==> src/rtl/latch_ctrl_pkg.sv <==
`default_nettype none
//==============================================================================
// Module      : latch_ctrl_pkg
// Description : Shared types and constants for the latch bank write scheduler.
//               Contains the write-phase state enum and the phase lengths.
//               Each write visits IDLE, then one cycle each of SETUP, OPEN
//               and HOLD.
// Ports       : none (package)
// Revision    : 1.0 - initial release
//==============================================================================
package latch_ctrl_pkg;

   // Write sequencing states. The 2-bit encoding is given explicitly.
   typedef enum logic [1:0] {
      IDLE  = 2'd0,
      SETUP = 2'd1,
      OPEN  = 2'd2,
      HOLD  = 2'd3
   } wr_state_e;

   // Phase lengths in clock cycles. The FSM is built for single-cycle phases.
   localparam int unsigned SETUP_CYCLES = 1;
   localparam int unsigned OPEN_CYCLES  = 1;
   localparam int unsigned HOLD_CYCLES  = 1;

   // Cycles from one accept to the earliest next accept.
   // The extra cycle is the mandatory IDLE visit.
   function automatic int unsigned write_cycles();
      return 1 + SETUP_CYCLES + OPEN_CYCLES + HOLD_CYCLES;
   endfunction

endpackage
`default_nettype wire

==> src/rtl/latch_bank_wr_ctrl_rr_arbiter.sv <==
`default_nettype none
//==============================================================================
// Module      : rr_arbiter
// Description : Round-robin arbiter with a one-hot combinational grant.
//               The search for a requester starts at the rotating pointer and
//               wraps around. On 'advance' the pointer moves to the slot just
//               after the granted requester.
// Ports       : clk      - system clock, rising edge
//               reset_n  - asynchronous active-low reset
//               req      - request vector, one bit per requester
//               advance  - the current grant was taken (handshake done)
//               grant    - one-hot (or zero) grant
// Revision    : 1.0 - initial release
//==============================================================================
module rr_arbiter #(
   parameter int N = 4
) (
   input  logic         clk,
   input  logic         reset_n,
   input  logic [N-1:0] req,
   input  logic         advance,
   output logic [N-1:0] grant
);

   localparam int c_PW = (N > 1) ? $clog2(N) : 1;

   logic [c_PW-1:0] r_ptr;
   logic [c_PW-1:0] w_gnt_idx;
   logic [c_PW-1:0] w_ptr_nxt;
   logic [N-1:0]    w_hi_mask;
   logic [N-1:0]    w_hi_req;
   logic [N-1:0]    w_req_sel;

   // The mask covers bits at or above the pointer. If any masked request
   // exists, the lowest one wins. Otherwise the search wraps and the lowest
   // request overall wins.
   assign w_hi_mask = ~((N'(1) << r_ptr) - N'(1));
   assign w_hi_req  = req & w_hi_mask;
   assign w_req_sel = (|w_hi_req) ? w_hi_req : req;
   // Isolate the lowest set bit.
   assign grant     = w_req_sel & (~w_req_sel + N'(1));

   always_comb begin
      w_gnt_idx = '0;
      for (int i = 0; i < N; i++) begin
         if (grant[i]) begin
            w_gnt_idx = c_PW'(i);
         end
      end
   end

   assign w_ptr_nxt = (w_gnt_idx == c_PW'(N - 1)) ? '0 : (w_gnt_idx + c_PW'(1));

   always_ff @(posedge clk or negedge reset_n) begin
      if (!reset_n) begin
         r_ptr <= '0;
      end else if (advance && (|grant)) begin
         r_ptr <= w_ptr_nxt;
      end
   end

endmodule
`default_nettype wire

==> src/rtl/latch_bank_wr_ctrl.sv <==
`default_nettype none
//==============================================================================
// Module      : latch_bank_wr_ctrl
// Description : Write scheduler for a bank of level-sensitive D latches.
//               NUM_REQ requesters share one latch data bus through
//               round-robin arbitration. Each write is sequenced as
//               SETUP / OPEN / HOLD, so lat_d is stable around the gate
//               pulse. All latch-facing outputs come directly from flops.
// Ports       : clk, reset_n          - clock and async active-low reset
//               req_valid/req_ready   - per-requester handshake
//               req_addr/req_data     - packed per-requester address/data
//               lat_d, lat_en         - latch data bus and one-hot gates
//               busy                  - FSM outside IDLE
//               wr_done/_id/wr_err    - completion pulse, source id and
//                                       out-of-range flag
// Revision    : 1.0 - initial release
//==============================================================================
module latch_bank_wr_ctrl
   import latch_ctrl_pkg::*;
#(
   parameter int NUM_REQ     = 4,
   parameter int NUM_ENTRIES = 8,
   parameter int DATA_W      = 8,
   parameter int ADDR_W      = (NUM_ENTRIES > 1) ? $clog2(NUM_ENTRIES) : 1
) (
   input  logic                                        clk,
   input  logic                                        reset_n,
   input  logic [NUM_REQ-1:0]                          req_valid,
   output logic [NUM_REQ-1:0]                          req_ready,
   input  logic [NUM_REQ*ADDR_W-1:0]                   req_addr,
   input  logic [NUM_REQ*DATA_W-1:0]                   req_data,
   output logic [DATA_W-1:0]                           lat_d,
   output logic [NUM_ENTRIES-1:0]                      lat_en,
   output logic                                        busy,
   output logic                                        wr_done,
   output logic [((NUM_REQ > 1) ? $clog2(NUM_REQ) : 1)-1:0] wr_done_id,
   output logic                                        wr_err
);

   localparam int              c_ID_W    = (NUM_REQ > 1) ? $clog2(NUM_REQ) : 1;
   localparam logic [ADDR_W:0] c_NUM_ENT = (ADDR_W + 1)'(NUM_ENTRIES);

   wr_state_e r_state;
   wr_state_e w_state_nxt;

   logic [NUM_REQ-1:0]     w_grant;
   logic                   w_accept;
   logic [c_ID_W-1:0]      w_sel_id;
   logic [ADDR_W-1:0]      w_sel_addr;
   logic [DATA_W-1:0]      w_sel_data;

   logic [ADDR_W-1:0]      r_addr;
   logic [c_ID_W-1:0]      r_id;
   logic [NUM_ENTRIES-1:0] w_addr_dec;
   logic                   w_addr_oor;

   logic [DATA_W-1:0]      r_lat_d,   w_lat_d_nxt;
   logic [NUM_ENTRIES-1:0] r_lat_en,  w_lat_en_nxt;
   logic                   r_busy,    w_busy_nxt;
   logic                   r_done,    w_done_nxt;
   logic [c_ID_W-1:0]      r_done_id, w_done_id_nxt;
   logic                   r_err,     w_err_nxt;

   //---------------------------------------------------------------------------
   // Arbitration and handshake
   //---------------------------------------------------------------------------
   rr_arbiter #(
      .N (NUM_REQ)
   ) u_arb (
      .clk     (clk),
      .reset_n (reset_n),
      .req     (req_valid),
      .advance (w_accept),
      .grant   (w_grant)
   );

   // The grant is a subset of req_valid, so any grant in IDLE is a handshake.
   assign req_ready = (r_state == IDLE) ? w_grant : '0;
   assign w_accept  = (r_state == IDLE) && (|w_grant);

   always_comb begin
      w_sel_id   = '0;
      w_sel_addr = '0;
      w_sel_data = '0;
      for (int i = 0; i < NUM_REQ; i++) begin
         if (w_grant[i]) begin
            w_sel_id   = c_ID_W'(i);
            w_sel_addr = req_addr[i*ADDR_W +: ADDR_W];
            w_sel_data = req_data[i*DATA_W +: DATA_W];
         end
      end
   end

   always_ff @(posedge clk or negedge reset_n) begin
      if (!reset_n) begin
         r_addr <= '0;
         r_id   <= '0;
      end else if (w_accept) begin
         r_addr <= w_sel_addr;
         r_id   <= w_sel_id;
      end
   end

   //---------------------------------------------------------------------------
   // Address decode of the captured address. It feeds the lat_en flops only.
   //---------------------------------------------------------------------------
   for (genvar e = 0; e < NUM_ENTRIES; e++) begin : g_dec
      assign w_addr_dec[e] = (r_addr == ADDR_W'(e));
   end

   assign w_addr_oor = ({1'b0, r_addr} >= c_NUM_ENT);

   //---------------------------------------------------------------------------
   // FSM: state register
   //---------------------------------------------------------------------------
   always_ff @(posedge clk or negedge reset_n) begin
      if (!reset_n) begin
         r_state <= IDLE;
      end else begin
         r_state <= w_state_nxt;
      end
   end

   //---------------------------------------------------------------------------
   // FSM: next-state logic
   //---------------------------------------------------------------------------
   always_comb begin
      w_state_nxt = r_state;
      case (r_state)
         IDLE:    w_state_nxt = w_accept ? SETUP : IDLE;
         SETUP:   w_state_nxt = OPEN;
         OPEN:    w_state_nxt = HOLD;
         HOLD:    w_state_nxt = IDLE;
         default: w_state_nxt = IDLE;
      endcase
   end

   //---------------------------------------------------------------------------
   // FSM: output logic. These are the D inputs of the output flops. They are
   // keyed on the next state, so each registered output lines up with its
   // phase and no decode sits after the flops.
   //---------------------------------------------------------------------------
   always_comb begin
      w_lat_d_nxt   = r_lat_d;
      w_lat_en_nxt  = '0;
      w_busy_nxt    = (w_state_nxt != IDLE);
      w_done_nxt    = 1'b0;
      w_done_id_nxt = '0;
      w_err_nxt     = 1'b0;
      case (w_state_nxt)
         // SETUP is entered only from an accept, so the selected data is live.
         SETUP:   w_lat_d_nxt  = w_sel_data;
         // An out-of-range address decodes to all zeros, so the gate stays shut.
         OPEN:    w_lat_en_nxt = w_addr_dec;
         HOLD: begin
            w_done_nxt    = 1'b1;
            w_done_id_nxt = r_id;
            w_err_nxt     = w_addr_oor;
         end
         default: ;
      endcase
   end

   always_ff @(posedge clk or negedge reset_n) begin
      if (!reset_n) begin
         r_lat_d   <= '0;
         r_lat_en  <= '0;
         r_busy    <= 1'b0;
         r_done    <= 1'b0;
         r_done_id <= '0;
         r_err     <= 1'b0;
      end else begin
         r_lat_d   <= w_lat_d_nxt;
         r_lat_en  <= w_lat_en_nxt;
         r_busy    <= w_busy_nxt;
         r_done    <= w_done_nxt;
         r_done_id <= w_done_id_nxt;
         r_err     <= w_err_nxt;
      end
   end

   assign lat_d      = r_lat_d;
   assign lat_en     = r_lat_en;
   assign busy       = r_busy;
   assign wr_done    = r_done;
   assign wr_done_id = r_done_id;
   assign wr_err     = r_err;

endmodule
`default_nettype wire

==> config.mk <==
export PLATFORM = sky130hd
export DESIGN_NAME = latch_bank_wr_ctrl
export DESIGN_NICKNAME = d
export VERILOG_FILES = /design/src/rtl/latch_ctrl_pkg.sv /design/src/rtl/latch_bank_wr_ctrl_rr_arbiter.sv /design/src/rtl/latch_bank_wr_ctrl.sv
export SDC_FILE = /design/constraint.sdc
export NUM_CORES = 1
export LEC_CHECK = 0
export BUFFER_PORTS_ARGS = -buffer_cell sky130_fd_sc_hd__buf_2
export CORE_MARGIN = 2
export CORE_UTILIZATION = 45
export CTS_CLUSTER_SIZE = 8
export DETAILED_ROUTE_END_ITERATION = 10
export PLACE_DENSITY = 0.85
export SLEW_MARGIN = 25
export SYNTH_ARGS = -nofsm -noshare
export SYNTH_HDL_FRONTEND = slang
export SYNTH_SLANG_ARGS = --single-unit
==> constraint.sdc <==
create_clock -name clk -period 1.8 [get_ports clk]
set_input_delay 0.36 -clock clk [delete_from_list [all_inputs] [get_ports clk]]
set_output_delay 0.36 -clock clk [all_outputs]
set_load 0.02 [all_outputs]
==> Word-level counts from Yosys, hierarchy flattened <==
Index checks and enable logic that the tools add are counted.
{ "word_totals": {"ff_bits": 29, "in_bits": 50, "elab_cells": 57} }
{ "classes": {"addsub": 3, "n_eq_ne": 14, "shifts": 1, "muxes": 19, "bitwise": 4, "reduce_logical": 7} }
{ "ops": {"columns": ["op", "n"], "rows": [
  ["$mux 8", 5],
  ["$eq 3x3->1 const B", 4],
  ["$mux 3", 4],
  ["$eq 2x2->1 const B", 5],
  ["$and 4x4->4", 2],
  ["$mux 2", 4],
  ["$mux 4", 2],
  ["$not 4->4", 2],
  ["$pmux 2 s4", 1],
  ["$reduce_or 4->1", 2],
  ["$eq 3x2->1 const B", 2],
  ["$add 4x1->4 const B", 1],
  ["$eq 2x1->1 const B", 2],
  ["$shl 1x2->4 const A", 1],
  ["$sub 4x2->4 const B", 1],
  ["$eq 3x1->1 const B", 1],
  ["$logic_not 3->1", 1],
  ["$mux 1", 3],
  ["$add 2x1->2 const B", 1],
  ["$logic_and 1x1->1", 2],
  ["$logic_not 2->1", 1],
  ["$reduce_bool 2->1", 1]
]} }

==> Logic depth before layout (Yosys ltp) <==
Gate-level depths: netlist of the first run.
{ "depth": {"word_depth": 15, "depth_mapped": 8, "mapped_depth_nobuf": 7} }

==> By module <==
Synthesis of the first run repeated with hierarchy kept, for this count alone.
{ "unflattened": {"cells_unflattened": 184, "area_unflattened_um2": 1686.6} }
{ "modules_own_cells": {"columns": ["mod", "n_inst", "cells_per_inst", "area_each_um2", "seq_area_each_um2"], "rows": [
  ["latch_bank_wr_ctrl", 1, 156, 1463.9, 675.6],
  ["rr_arbiter", 1, 28, 222.7, 50.0]
]} }

==> Worst setup path before layout of the first run <==
No wires, ideal clock.
{ "synth_path": {"path_kind": "reg2out", "from": "register u_arb.r_ptr[0]", "to": "output req_ready[1]", "arrival_time_ns": 1.226, "path_slack_ns": 0.214, "stages_incl_launch_ff": 7, "cell_sequence": "dfrtp_1 > buf_6 > nor2b_1 > o21ai_0 > o211a_2 > buf_6 > and2_1"} }
{ "synth_via": {"elab_chain_cells": 10} }
{ "synth_rtl": {"columns": ["element", "line", "rtl"], "rows": [
  ["from (decl)", "latch_bank_wr_ctrl_rr_arbiter.sv:27", "logic [c_PW-1:0] r_ptr;"],
  ["from (signal assigned)", "latch_bank_wr_ctrl_rr_arbiter.sv:58", "r_ptr <= w_ptr_nxt;"],
  ["$shl 1x2->4 (*)", "latch_bank_wr_ctrl_rr_arbiter.sv:37", "assign w_hi_mask = ~((N'(1) << r_ptr) - N'(1));"],
  ["$sub 4x2->4 (*)", "latch_bank_wr_ctrl_rr_arbiter.sv:37", null],
  ["$not 4->4 (*)", "latch_bank_wr_ctrl_rr_arbiter.sv:37", null],
  ["$and 4x4->4 (*)", "latch_bank_wr_ctrl_rr_arbiter.sv:38", "assign w_hi_req = req & w_hi_mask;"],
  ["$reduce_or 4->1", "latch_bank_wr_ctrl_rr_arbiter.sv:39", "assign w_req_sel = (|w_hi_req) ? w_hi_req : req;"],
  ["$mux 4 (*)", "latch_bank_wr_ctrl_rr_arbiter.sv:39", null],
  ["$not 4->4", "latch_bank_wr_ctrl_rr_arbiter.sv:41", "assign grant = w_req_sel & (~w_req_sel + N'(1));"],
  ["$add 4x1->4", "latch_bank_wr_ctrl_rr_arbiter.sv:41", null],
  ["$and 4x4->4 (*)", "latch_bank_wr_ctrl_rr_arbiter.sv:41", null],
  ["$mux 4 (*)", "latch_bank_wr_ctrl.sv:78", "assign req_ready = (r_state == IDLE) ? w_grant : '0;"],
  ["to (decl)", "latch_bank_wr_ctrl.sv:29", "output logic [NUM_REQ-1:0] req_ready,"]
]} }
Mark *: on every way between the ends. The rest lies on a longest branch, timed or not.

==> Final worst setup path of the first run <==
Ends and elaborated chain as after synthesis.

==> results of run 1 <==
## final timing paths
path / slack (ns) / from / depth (start not counted) / endpoint
max: -0.12 / u_arb.r_ptr[0] / 5 / req_ready[1]
min: 0.02 / reset_n / 1 / r_id[1]
max reg2reg: -0.08 / u_arb.r_ptr[0] / 7 / lat_d[4]
min reg2reg: 0.50 / lat_d[3] / 2 / lat_d[3]
max in group asynchronous: 1.32 / reset_n / 1 / u_arb.r_ptr[1]
min in group clk: 0.27 / req_addr[8] / 3 / r_addr[2]
## what timing repair did
item,4_1_cts,5_1_grt
setup endpoints to repair,4,15
resized for setup,28,7
setup buffers,8,3
hold buffers,0,0
pin swaps,4,7
## area by class of cell
type	instances	area, µm²	area share, %
Multi-Input combinational cell	110	772.0	35.64
Sequential cell	29	728.2	33.62
Timing Repair Buffer	91	533.0	24.61
Tap cell	44	55.05	2.542
Inverter	6	22.52	1.040
Clock buffer	7	55.05	2.542
## metrics by stage
| stage | setup slack [ns] | hold WS, ns | cell area (µm²) | instances | utilization (%) |
|---|---|---|---|---|---|
| after floorplan | 0.2140 | 0.06441 | 1500 | 153 | - |
| after detailed placement | 0.003755 | 0.4140 | 1911 | 269 | 61.57 |
| after global routing | -0.1586 | 0.06562 | 2166 | 287 | 69.80 |
| after CTS | -0.06077 | 0.05143 | 2113 | 284 | 68.10 |
| final | -0.1164 | 0.02294 | 2166 | 287 | 69.80 |
| after global placement | 0.07685 | 0.4032 | 1911 | 269 | 61.57 |
## per-layer routing
layer / up-vias / wire, µm / global-route usage [%]
met5: - / 0 / 0
met2: 99 / 2127 / 40.90
met4: 0 / 81 / 11.55
met1: 710 / 1627 / 29.14
met3: 10 / 359 / 6.418
li1: 725 / - / -
## sequential cells by signal (all words and copies together), names as in the netlist
signal	cells
wr_done	1
lat_d	8
r_id	2
lat_en	8
r_state	2
busy	1
r_addr	3
wr_done_id	2
u_arb.r_ptr	2
## synthesized netlist by cell type, drive strengths merged (2+ instances only)
| library cell | n |
|---|---|
| nor2 | 21 |
| nand2 | 11 |
| nor3 | 2 |
| a21oi | 15 |
| a31oi | 4 |
| o21ai | 11 |
| inv | 6 |
| a2111oi | 4 |
| ha | 3 |
| a21boi | 4 |
| nor2b | 2 |
| or2 | 2 |
| buf | 7 |
| dfrtp | 29 |
| a222oi | 7 |
| nand2b | 5 |
| o211a | 2 |
| and2 | 8 |
## power by group through the flow
stage	Sequential [mW]	Combinational (mW)	Clock (mW)
2_1_floorplan	1.24	1.07	0
4_1_cts	1.10	1.90	0.402
5_1_grt	1.15	2.21	0.430
3_5_place_dp	1.11	1.65	0
3_3_place_gp	1.11	1.61	0
6_report	1.12	2.01	0.406
## logic make-up after synthesis
logic type | count (synthesis)
other | 1
AND/OR/NAND/NOR | 52
multiplexers | 1
AO/OA/AOI/OAI | 52
adder cells (fa/ha/maj) | 3
flip-flops | 29
XOR/XNOR | 1
buffers and inverters | 14
==> metrics list, run 1 <==
* Global-route congestion overflow total: 0
* Fraction of power consumed by sequential logic: a little under a third
- The checks that failed: negative setup slack.
- Total CTS buffers: 5
- Category of cells accounting for the largest share of critical-path delay: flip-flops
- Across every metal layer, demand over resource in global routing totals approximately a quarter.
- IO Count: 75
- The worst pin sits at a relative slew slack of 58.55%.
- Type of the worst setup path: reg -> out
- Count of TritonRoute iterations in the first routing pass: 7
* Largest family of logic cells by synthesized area: compound AO/OA/AOI/OAI gates
- The die covers between 3000 and 4000 µm².
- The number of antenna diodes in the final layout is 0.
- Counting the fill cells in the layout gives between 200 and 300.
* Final worst clock skew: approximately 0.018 ns
- Setup slack on the critical path of the routed design comes to -0.1164 ns.
- After Yosys synthesis, XOR and XNOR cells account for less than 1% of the synthesized area.
- NetSw: roughly 1.5 mW
* Post-detailed-route wirelength per cell: approximately 15 µm
- Worst slew pin tran: 0.6218 ns
* Number of H-tree levels: 2
- Share of final-layout standard cells stronger than drive strength 1: about 51%
* Overall power: about 3.5 mW
- Number of register bits inferred by synthesis: 29
- Drt initial violations: 61
* Number of global-route vias before repair: 1437
- Summed over all instances, the cell type with the most area after synthesis is sky130_fd_sc_hd__dfrtp_1.
- Fin nets: ~300
- Most frequent cells in the layout: 69 x sky130_fd_sc_hd__buf_2, 27 x sky130_fd_sc_hd__dfrtp_1, 20 x sky130_fd_sc_hd__nor2_1, 16 x sky130_fd_sc_hd__buf_4, 12 x sky130_fd_sc_hd__a21oi_1
- Synth Area per Inst: 9.805 µm²
- Combinational cells account for between 50% and 60% of the total power.
* Sequential-to-total area share from yosys stat: 48.37%
- The number of slew-limit violations in the final report was 0.
- DR vias/cell: approximately 5.4
* Max Cap Violations: 0
* Worst IR drop on VDD: 832.5 µV
* Switching power share of the total: between 40% and 50%
* Mux contribution to synthesized area: less than 1%
- Fin crit share: 106.5%
* Routability cong.: ~0.8
* Core Rows: 20
* Count of nets left with antenna violations after detail routing: 0
* Data required, critical path: 1.44 ns
- P_int: between 2 and 2.5 mW
- The final hold violation count was 0.
- Max frequency: ~0.52 GHz
- For this run, asynchronously set or reset flops after synthesis account for 100.0%.
- The netlist uses 36 different library cells.
- The first global-routing pass estimated 6.575 mm of wire.
- Setup violations remaining at the end of the flow were counted as 9.
* Area share of and/or/nand/nor cells after synthesis: between 10% and 20%
- The synthesized design contains 0 enable-type register cells.
- Adding up every negative setup slack in the final design gives -0.5011 ns.
* Power density over the cells: between 1500 and 2000 nW/µm²
- For this run, the leading register cell type out of synthesis is sky130_fd_sc_hd__dfrtp_1.
- The library cell used most frequently in the layout, excluding fill and tap cells, is sky130_fd_sc_hd__buf_2.
- The synthesized netlist devotes 2.502% of its cell area to adder and majority cells.
- Counting both buffers and inverters, the worst setup path holds a total of 1.
- Clock tree synthesis found a total of 29 sinks.
- TritonCTS built the clock tree.
* Leakage power: approximately 1.1 nW
- In the routed design, unresolved DRC markers number 0.
- Critical-path cell list: nor2b_2 > o21ai_1 > o211a_4 > and2_1 > buf_6
* Area grow syn2layout: 44.37%
* Horizontal die dimension: between 60 and 70 µm
- Total Wirelength: about 4.2 mm
- Pin count of the biggest net entering global routing: 30
- Outcome: complete, but fails checks
- The wire-length estimate of the detail-placed layout is 2.796 mm.
* Slowest stage cell on the critical path: sky130_fd_sc_hd__dfrtp_2
- For the worst setup path, the data arrival time is 1.56 ns.
- Setup repair after global routing missed its margin: yes
- The top cell type by area accounts for 48.37% of the synthesized area.
- Summed instance area of the synthesized netlist: between 1500 and 2000 µm²
- Clock tree root driver cell: sky130_fd_sc_hd__clkbuf_4
- Nets in the synthesized netlist: just over 200
- Total via count after detailed routing: 1544
* CTS max path bufs: 2
* Effective utilization at floorplan: about half
* Clock network power share: 11.5%
- The worst setup path is captured at a primary output.
- For the worst-skew pair, the clock arrives at the later sink with an insertion delay of ~0.34 ns.
- After layout, the minimum clock period comes to 1.916 ns.
* Path category of the worst min-delay check: in -> async
* Placeable core region: a little over 3000 µm²
- Post-Synthesis Cells: 153
- The worst setup path is launched from a register.
- Post-synthesis compound-gate area fraction: about a quarter
- IO Port Bufs: 73
- Largest stage delay on the critical path: about 0.48 ns
* Antenna violations before repair: 0
- In this run the vertical extent of the chip is approximately 62 µm.
* Leading post-synthesis cells by cell area: sky130_fd_sc_hd__dfrtp_1 48%, sky130_fd_sc_hd__nor2_1 5.3%, sky130_fd_sc_hd__a21oi_1 5.0%
- Clock slew at the register clock pins of the worst setup and hold paths: ~0.1 ns
* Yosys Warn Count: 0
- Worst Path Max Fanout: 7
Power figures use the tool's default switching activity.
==> run 2: changes to the inputs <==
BUFFER_PORTS_ARGS = default   (was -buffer_cell sky130_fd_sc_hd__buf_2)
CORE_UTILIZATION = 50   (was 45)
DONT_BUFFER_PORTS = 1   (was default)
PLACE_DENSITY = 0.71   (was 0.85)
==> run 2 against run 1 <==
Against the previous run: the run ends with design-rule violations, negative setup slack left; via count shrank 17%; sequential share of layout area grew 4.7 points; final area is 12% lower; clock power up 34%; critical path depth unchanged; register-to-register slack improved by 0.05 ns; first-iteration DRC count up 31%; flip-flop and latch count did not move; final cell count shrank 28%; worst hold slack better by 0.15 ns; maximum frequency rose by 2.8%; critical path type unchanged; critical endpoint is now req_ready[3]; largest power group unchanged.
==> metrics list, run 2 (synthesized netlist as in run 1, its figures left out) <==
- The proportion of layout cells with a drive suffix above 1 came to 33.14% (-17 points).
* Effective utilization at floorplan: 53.48% (+5.1 points)
- The power density of the placed cells came to 1906 nW/µm² (+17%).
- Clock tree root driver cell: sky130_fd_sc_hd__clkbuf_4
- The data arrival time of the critical path is 1.50 ns (-0.06 ns).
- Antenna violations before repair: 0 (unchanged)
- The multi-input gate area in the final layout came to 828.3 µm² (+7.3%).
- Setup repair after global routing missed its margin: yes
* Worst slack, placed: -0.03768 ns (-0.04144 ns)
- The detail-routed net length per standard cell is 19.54 µm (+34%).
* Data required, critical path: 1.44 ns (about the same)
- Wire length on met1: 1.418 mm (-13%)
- Tracing the worst setup path back leads to its startpoint at u_arb.r_ptr[1].
* Final core utilization: 67.80% (-2.0 points)
- Period minus WS final: 1.864 ns (-0.05202 ns)
- Pin count of the biggest net entering global routing: 30 (unchanged)
* Half-perimeter wire length after detailed placement: 2.636 mm (-5.7%)
- Final instance area: 1902 µm² (-12%)
* Number of fill cells: 209 (-17%)
- Outcome: complete, but fails checks
- The clock slew seen by the registers of the worst setup and hold paths is 0.09 ns (about the same).
- Slowest stage cell on the critical path: sky130_fd_sc_hd__dfrtp_2
- The number of port buffers is 0 (-100%).
- Fin nets: 227 (-23%)
- Worst Path Max Fanout: 7 (unchanged)
* FF+latch area: 728.2 µm² (unchanged)
* Total via count after detailed routing: 1286 (-17%)
- The total number of clock tree sinks came to 29 (unchanged).
- The worst hold path begins at req_addr[7].
* Clock latency at the later pin of the worst-skew pair: 0.32 ns (-0.02 ns)
- In the layout the commonest cells are 27 x sky130_fd_sc_hd__dfrtp_1, 21 x sky130_fd_sc_hd__nor2_1, 15 x sky130_fd_sc_hd__buf_4, 11 x sky130_fd_sc_hd__a21oi_1, 9 x sky130_fd_sc_hd__nand2_1.
- Amount of wire on met2 after detailed routing: 2.204 mm (+3.6%)
- Count of final hold-check violations: 0 (unchanged)
* Placeable core region: 2805 µm² (-9.6%)
- Leakage power: 0.8344 nW (-23%)
- Clock tree from TritonCTS: built
* Most common cell after layout, fill and taps aside: sky130_fd_sc_hd__dfrtp_1
- Number of pins exceeding their max-slew limit in the final report: 0 (unchanged)
- Core Rows: 19 (-5.0%)
- In this run the critical register-to-register path is launched from u_arb.r_ptr[0].
* Final worst clock skew: 0.002174 ns (-0.01571 ns)
* Total Wirelength: 4.025 mm (-4.1%)
- The number of remaining DRC errors is 1 (+1).
- The maximum vdd drop was 1393 µV (+67%).
- The checks that failed: design-rule violations, negative setup slack.
- Compared with the post-synthesis result, the final layout area differs by 26.77%.
- Count of nets left with antenna violations after detail routing: 0 (unchanged)
* Cell area after placement: 1544 µm² (-19%)
- Top layer in use: met4
* Fin crit share: 103.6% (-2.9 points)
- Horizontal die dimension: 58.78 µm (-4.8%)
* IO Count: 75 (unchanged)
- The tightest min-delay check is of the in -> reg type.
* Launching element type of the critical path: register
- CTS max path bufs: 2 (unchanged)
- Count of TritonRoute iterations in the first routing pass: 7 (unchanged)
- Final setup violating endpoints: 4 (-5)
* Global-route wire length before repair: 5.720 mm (-13%)
- Finished Layout Cells: 206 (-28%)
- The count of buffering cells on the critical path with inverters included was 1 (unchanged).
* Cell total after placement: 185 (-31%)
- The count of antenna diodes in the layout was 0 (unchanged).
- Drt initial violations: 80 (+31%)
* Critical-path cell list: a21bo_4 > nand2_2 > or2_4 > nor2_1 > buf_4
- Sum of met3 wire segment lengths after detailed routing: 336 µm (-6.4%)
* Category of cells accounting for the largest share of critical-path delay: flip-flops
* Total CTS buffers: 5 (unchanged)
* Type of the worst setup path: reg -> out
- The post-layout worst setup margin was -0.06434 ns (+0.05202 ns).
- DR vias/cell: 6.243 (+16%)
* Routability cong.: 1.000 (+23%)
- The depth of the CTS H-tree was 2 (unchanged).
- Global-route congestion overflow total: 0 (unchanged)
* Max frequency: 0.5364 GHz (+2.8%)
- Overall power: 3.626 mW (+2.6%)
- Kind of end point of the critical path: primary output
* DIE AREA: 3455 µm² (-9.4%)
- Largest stage delay on the critical path: 0.49 ns (about the same)
- Die height: 58.78 µm (-4.8%)
- The max-capacitance violation count was 0 (unchanged).
* Number of global-route vias before repair: 1231 (-14%)
- The combined global-route utilization of all metal layers is 22.49% (-1.9 points).
==> run 2: area by class of cell <==
class	count	share of cell area [%]
multi-input combinational	110	43.55
tap	31	2.039
sequential	29	38.29
inverter	6	1.184
timing repair buffer	22	10.46
clock buffer	7	2.895
clock inverter	1	1.579
==> run 2: repair_timing <==
action                                  4_1_cts  5_1_grt
hold buffers                                  2        0
setup buffers                                 8        4
pin swaps                                     5       18
endpoints found under the hold margin        29        0
gates resized for setup                      15       26
endpoints found under the setup margin        9       15
==> run 2: path summary, 6_finish.rpt <==
check / endpoint / cells after the start / slack (ns)
worst max register to register: lat_d[4] / 7 / -0.03
worst min-delay path: r_addr[1] / 2 / 0.18
worst min register to register: wr_done_id[0] / 1 / 0.49
max in group asynchronous: u_arb.r_ptr[1] / 2 / 1.16
worst max-delay path: req_ready[3] / 5 / -0.06
min in group asynchronous: lat_en[5] / 2 / 0.47
==> run 2: worst register-to-register path: cells and delay by family, from the launching register on <==
kind | cells | cell delay, ns
simple gates | 1 | 0.20
buf+inv | 2 | 0.32
flops | 1 | 0.48
compound gates | 4 | 0.71
==> run 2: power breakdown <==
group | leakage (nW) | internal [mW] | switching (mW)
Sequential | 0.357 | 0.925 | 0.406
Clock | 0.0455 | 0.331 | 0.214
Combinational | 0.432 | 0.836 | 0.914
Total | 0.834 | 2.09 | 1.53
==> run 2: through the flow <==
step	hold WS, ns	TNS [ns]
finish	0.1759	-0.1357
global route	0.1660	-0.7710
CTS	0.1751	-0.1237
detailed placement	0.06518	-0.04521
global placement	0.06515	0
floorplan	0.06441	0
==> run 2: routing by layer <==
metal	vias to the layer above	GRT usage, %
met3	11	9.011
met2	72	37.46
met1	616	26.38
li1	587	-
met4	0	7.468
met5	-	0
==> run 3: changes to the inputs <==
SETUP_SLACK_MARGIN = 0.15   (was default)
==> run 3 against run 2 <==
Against the previous run: the flow still finishes with violations (design-rule violations, negative setup slack); final cell count increased by 0.49%; non-clock buffer count increased by 1; highest routed layer unchanged; register-to-register slack barely moved; routed wire length is 3.1% higher; global-route usage up 0.093 points; core utilization up 1.7 points.
==> metrics list, run 3 (synthesized netlist as in run 1, its figures left out) <==
* FF+latch area: 728.2 µm² (unchanged)
* Die height: 58.78 µm (unchanged)
* Half-perimeter wire length after detailed placement: 2.636 mm (unchanged)
- Fraction of power consumed by combinational cells: 49.1% (+0.8 points)
- Setup repair after global routing could not meet its margin everywhere.
* Max Cap Violations: 0 (unchanged)
* Core Rows: 19 (unchanged)
* Leakage power: 0.8533 nW (+2.3%)
- The final hold violation count was 0 (unchanged).
* Post-layout worst setup margin: -0.1509 ns (-0.08660 ns)
* Most frequent cells in the layout: 27 x sky130_fd_sc_hd__dfrtp_1, 21 x sky130_fd_sc_hd__nor2_1, 12 x sky130_fd_sc_hd__a21oi_1, 11 x sky130_fd_sc_hd__buf_4, 10 x sky130_fd_sc_hd__buf_6
- Antenna violations before repair: 0 (unchanged)
- P_int: 2.134 mW (+2.0%)
- CTS max path bufs: 2 (unchanged)
- Worst slack, placed: -0.03768 ns (unchanged)
- The routing usage on met1 came to 26.24% (-0.14 points).
* Final setup violating endpoints: 6 (+2)
* Worst setup path start: u_arb.r_ptr[0]
- Number of H-tree levels: 2 (unchanged)
- Clock tree from TritonCTS: built
- Diodes inserted: 0 (unchanged)
- Launching element type of the critical path: register
- Kind of end point of the critical path: primary output
- The total number of clock tree sinks was 29 (unchanged).
- The met2 track demand over resource in global routing is 37.46% (unchanged).
* Placeable core region: 2805 µm² (unchanged)
- Number of fill cells: 197 (-5.7%)
* Period minus WS final: 1.951 ns (+0.08660 ns)
- The critical path required time is 1.44 ns (about the same).
- # DRC: 1 (unchanged)
* GR Util All Layers: 22.58% (+0.093 points)
- The number of global-route vias before repair came to 1241 (+0.81%).
- Count of nets left with antenna violations after detail routing: 0 (unchanged)
- The worst hold path begins at req_addr[7].
* Count of TritonRoute iterations in the first routing pass: 10 (+3)
- NetSw: 1.571 mW (+2.4%)
- The count of placed standard cells in the final layout, fillers left out came to 207 (+0.49%).
- The multi-input gate area in the final layout came to 849.6 µm² (+2.6%).
- The share of power burned in registers is 36.0% (-0.7 points).
- The global-route wire length before repair was 5.740 mm (+0.35%).
- The final net count was 228 (+0.44%).
- Clock slew at the register clock pins of the worst setup and hold paths: 0.09 ns (about the same)
* DR vias/cell: 6.280 (+0.60%)
- GR peak layer: met2
- Arrival time at the worst endpoint: 1.59 ns (+0.09 ns)
- Worst Path Max Fanout: 6 (-1)
- The portion of total power attributed to the clock network came to 14.9% (about the same).
- Number of pins exceeding their max-slew limit in the final report: 0 (unchanged)
* Max-slew headroom: ~65%
- The clock buffer count from CTS is 5 (unchanged).
- For the pin with the worst max-slew slack, the measured transition is between 0.5 and 0.6 ns.
- Horizontal die dimension: 58.78 µm (unchanged)
* Total via count after detailed routing: 1300 (+1.1%)
- The worst setup path is of the reg -> out kind.
* Effective utilization at floorplan: 53.48% (unchanged)
* Launching point of the worst reg2reg path: u_arb.r_ptr[0]
- IO Port Bufs: 0 (unchanged)
- Clock latency at the later pin of the worst-skew pair: 0.33 ns (about the same)
* Worst IR drop on VDD: 1439 µV (+3.3%)
- Global-route congestion overflow total: 0 (unchanged)
- For this design, the slowest cell found on the critical path is sky130_fd_sc_hd__dfrtp_2.
- Violations in the final reports: design-rule violations, negative setup slack
- GR met3 Demand/Resource: 9.451% (+0.44 points)
- The net switching fraction of the power was 42.41% (+0.092 points).
- Clock tree synthesis selected as its root buffer the cell sky130_fd_sc_hd__clkbuf_4.
- The routability-driven placement congestion ratio was 1.000 (unchanged).
- The area of the die came to 3455 µm² (unchanged).
- Path category of the worst min-delay check: in -> reg
- Max frequency: 0.5126 GHz (-4.4%)
* Critical-path cell list: nand2b_4 > a21oi_2 > or2_4 > nor2_1 > buf_4
* Largest stage delay on the critical path: 0.48 ns (about the same)
* Power density over the cells: 1901 nW/µm² (-0.29%)
* Total Wirelength: 4.151 mm (+3.1%)
- The library cell used most frequently in the layout, excluding fill and tap cells, is sky130_fd_sc_hd__dfrtp_1.
- Area grow syn2layout: 29.94%
- The clock skew is 0.001821 ns (-0.0003531 ns).
* Pin count of the biggest net entering global routing: 30 (unchanged)
- The portion of the clock cycle consumed by the worst path in the final layout was 108.4% (+4.8 points).
- Drt initial violations: 75 (-6.3%)
- Share of final-layout standard cells stronger than drive strength 1: 35.23% (+2.1 points)
* Cell total after placement: 185 (unchanged)
- The total I/O pin count came to 75 (unchanged).
- The total design power came to 3.706 mW (+2.2%).
* Post-detailed-route wirelength per cell: 20.05 µm (+2.6%)
- Outcome: complete, but fails checks
run 3: final cells by class:
| type | instances | area share, % |
|---|---|---|
| Tap cell | 31 | 1.990 |
| Multi-Input combinational cell | 110 | 43.58 |
| Clock buffer | 7 | 2.824 |
| Timing Repair Buffer | 23 | 11.55 |
| Inverter | 6 | 1.155 |
| Clock inverter | 1 | 1.540 |
| Sequential cell | 29 | 37.36 |
run 3: worst max-delay path: cells and delay by family, from the launching register on:
kind | cells | cell delay, ns
AOI/OAI and AO/OA | 1 | 0.06
buffers and inverters | 1 | 0.18
DFF | 1 | 0.48
and+or+nand+nor | 3 | 0.55
run 3: per-stage QoR:
stage	hold WS, ns	cell area, µm²	utilization [%]	setup TNS, ns
after floorplan	0.06441	1500	-	0
after global placement	0.06515	1544	55.04	0
after detailed placement	0.06518	1544	55.04	-0.04521
after CTS	0.1751	1764	62.89	-0.1237
after global routing	0.1660	1949	69.49	-0.8415
final	0.1718	1949	69.49	-0.2851
run 3: final timing paths:
path | to | slack, ns | cells past startpoint
max | req_ready[3] | -0.15 | 5
min | r_addr[1] | 0.17 | 2
max reg2reg | u_arb.r_ptr[0] | -0.02 | 6
min reg2reg | wr_done_id[1] | 0.49 | 1
max in group asynchronous | u_arb.r_ptr[1] | 1.16 | 2
min in group asynchronous | lat_en[5] | 0.47 | 2
run 3: repair_timing:
action | in CTS | in global routing
pin swaps | 6 | 25
hold endpoints to repair | 29 | 0
gates resized for setup | 18 | 33
setup buffers | 8 | 4
setup endpoints to repair | 16 | 16
hold buffers | 2 | 0
run 3: power groups by stage:
stage	combinational [mW]	clock [mW]	sequential, mW
2_1_floorplan	1.07	0	1.24
3_3_place_gp	1.19	0	1.31
3_5_place_dp	1.26	0	1.33
4_1_cts	1.46	0.552	1.32
5_1_grt	1.96	0.591	1.36
6_report	1.82	0.552	1.33
run 3: per-layer routing:
metal | wire length, µm | part of all wire (%)
met3 | 363 | 8.7
met1 | 1428 | 34
met4 | 95 | 2.3
met2 | 2264 | 55
met5 | 0 | 0
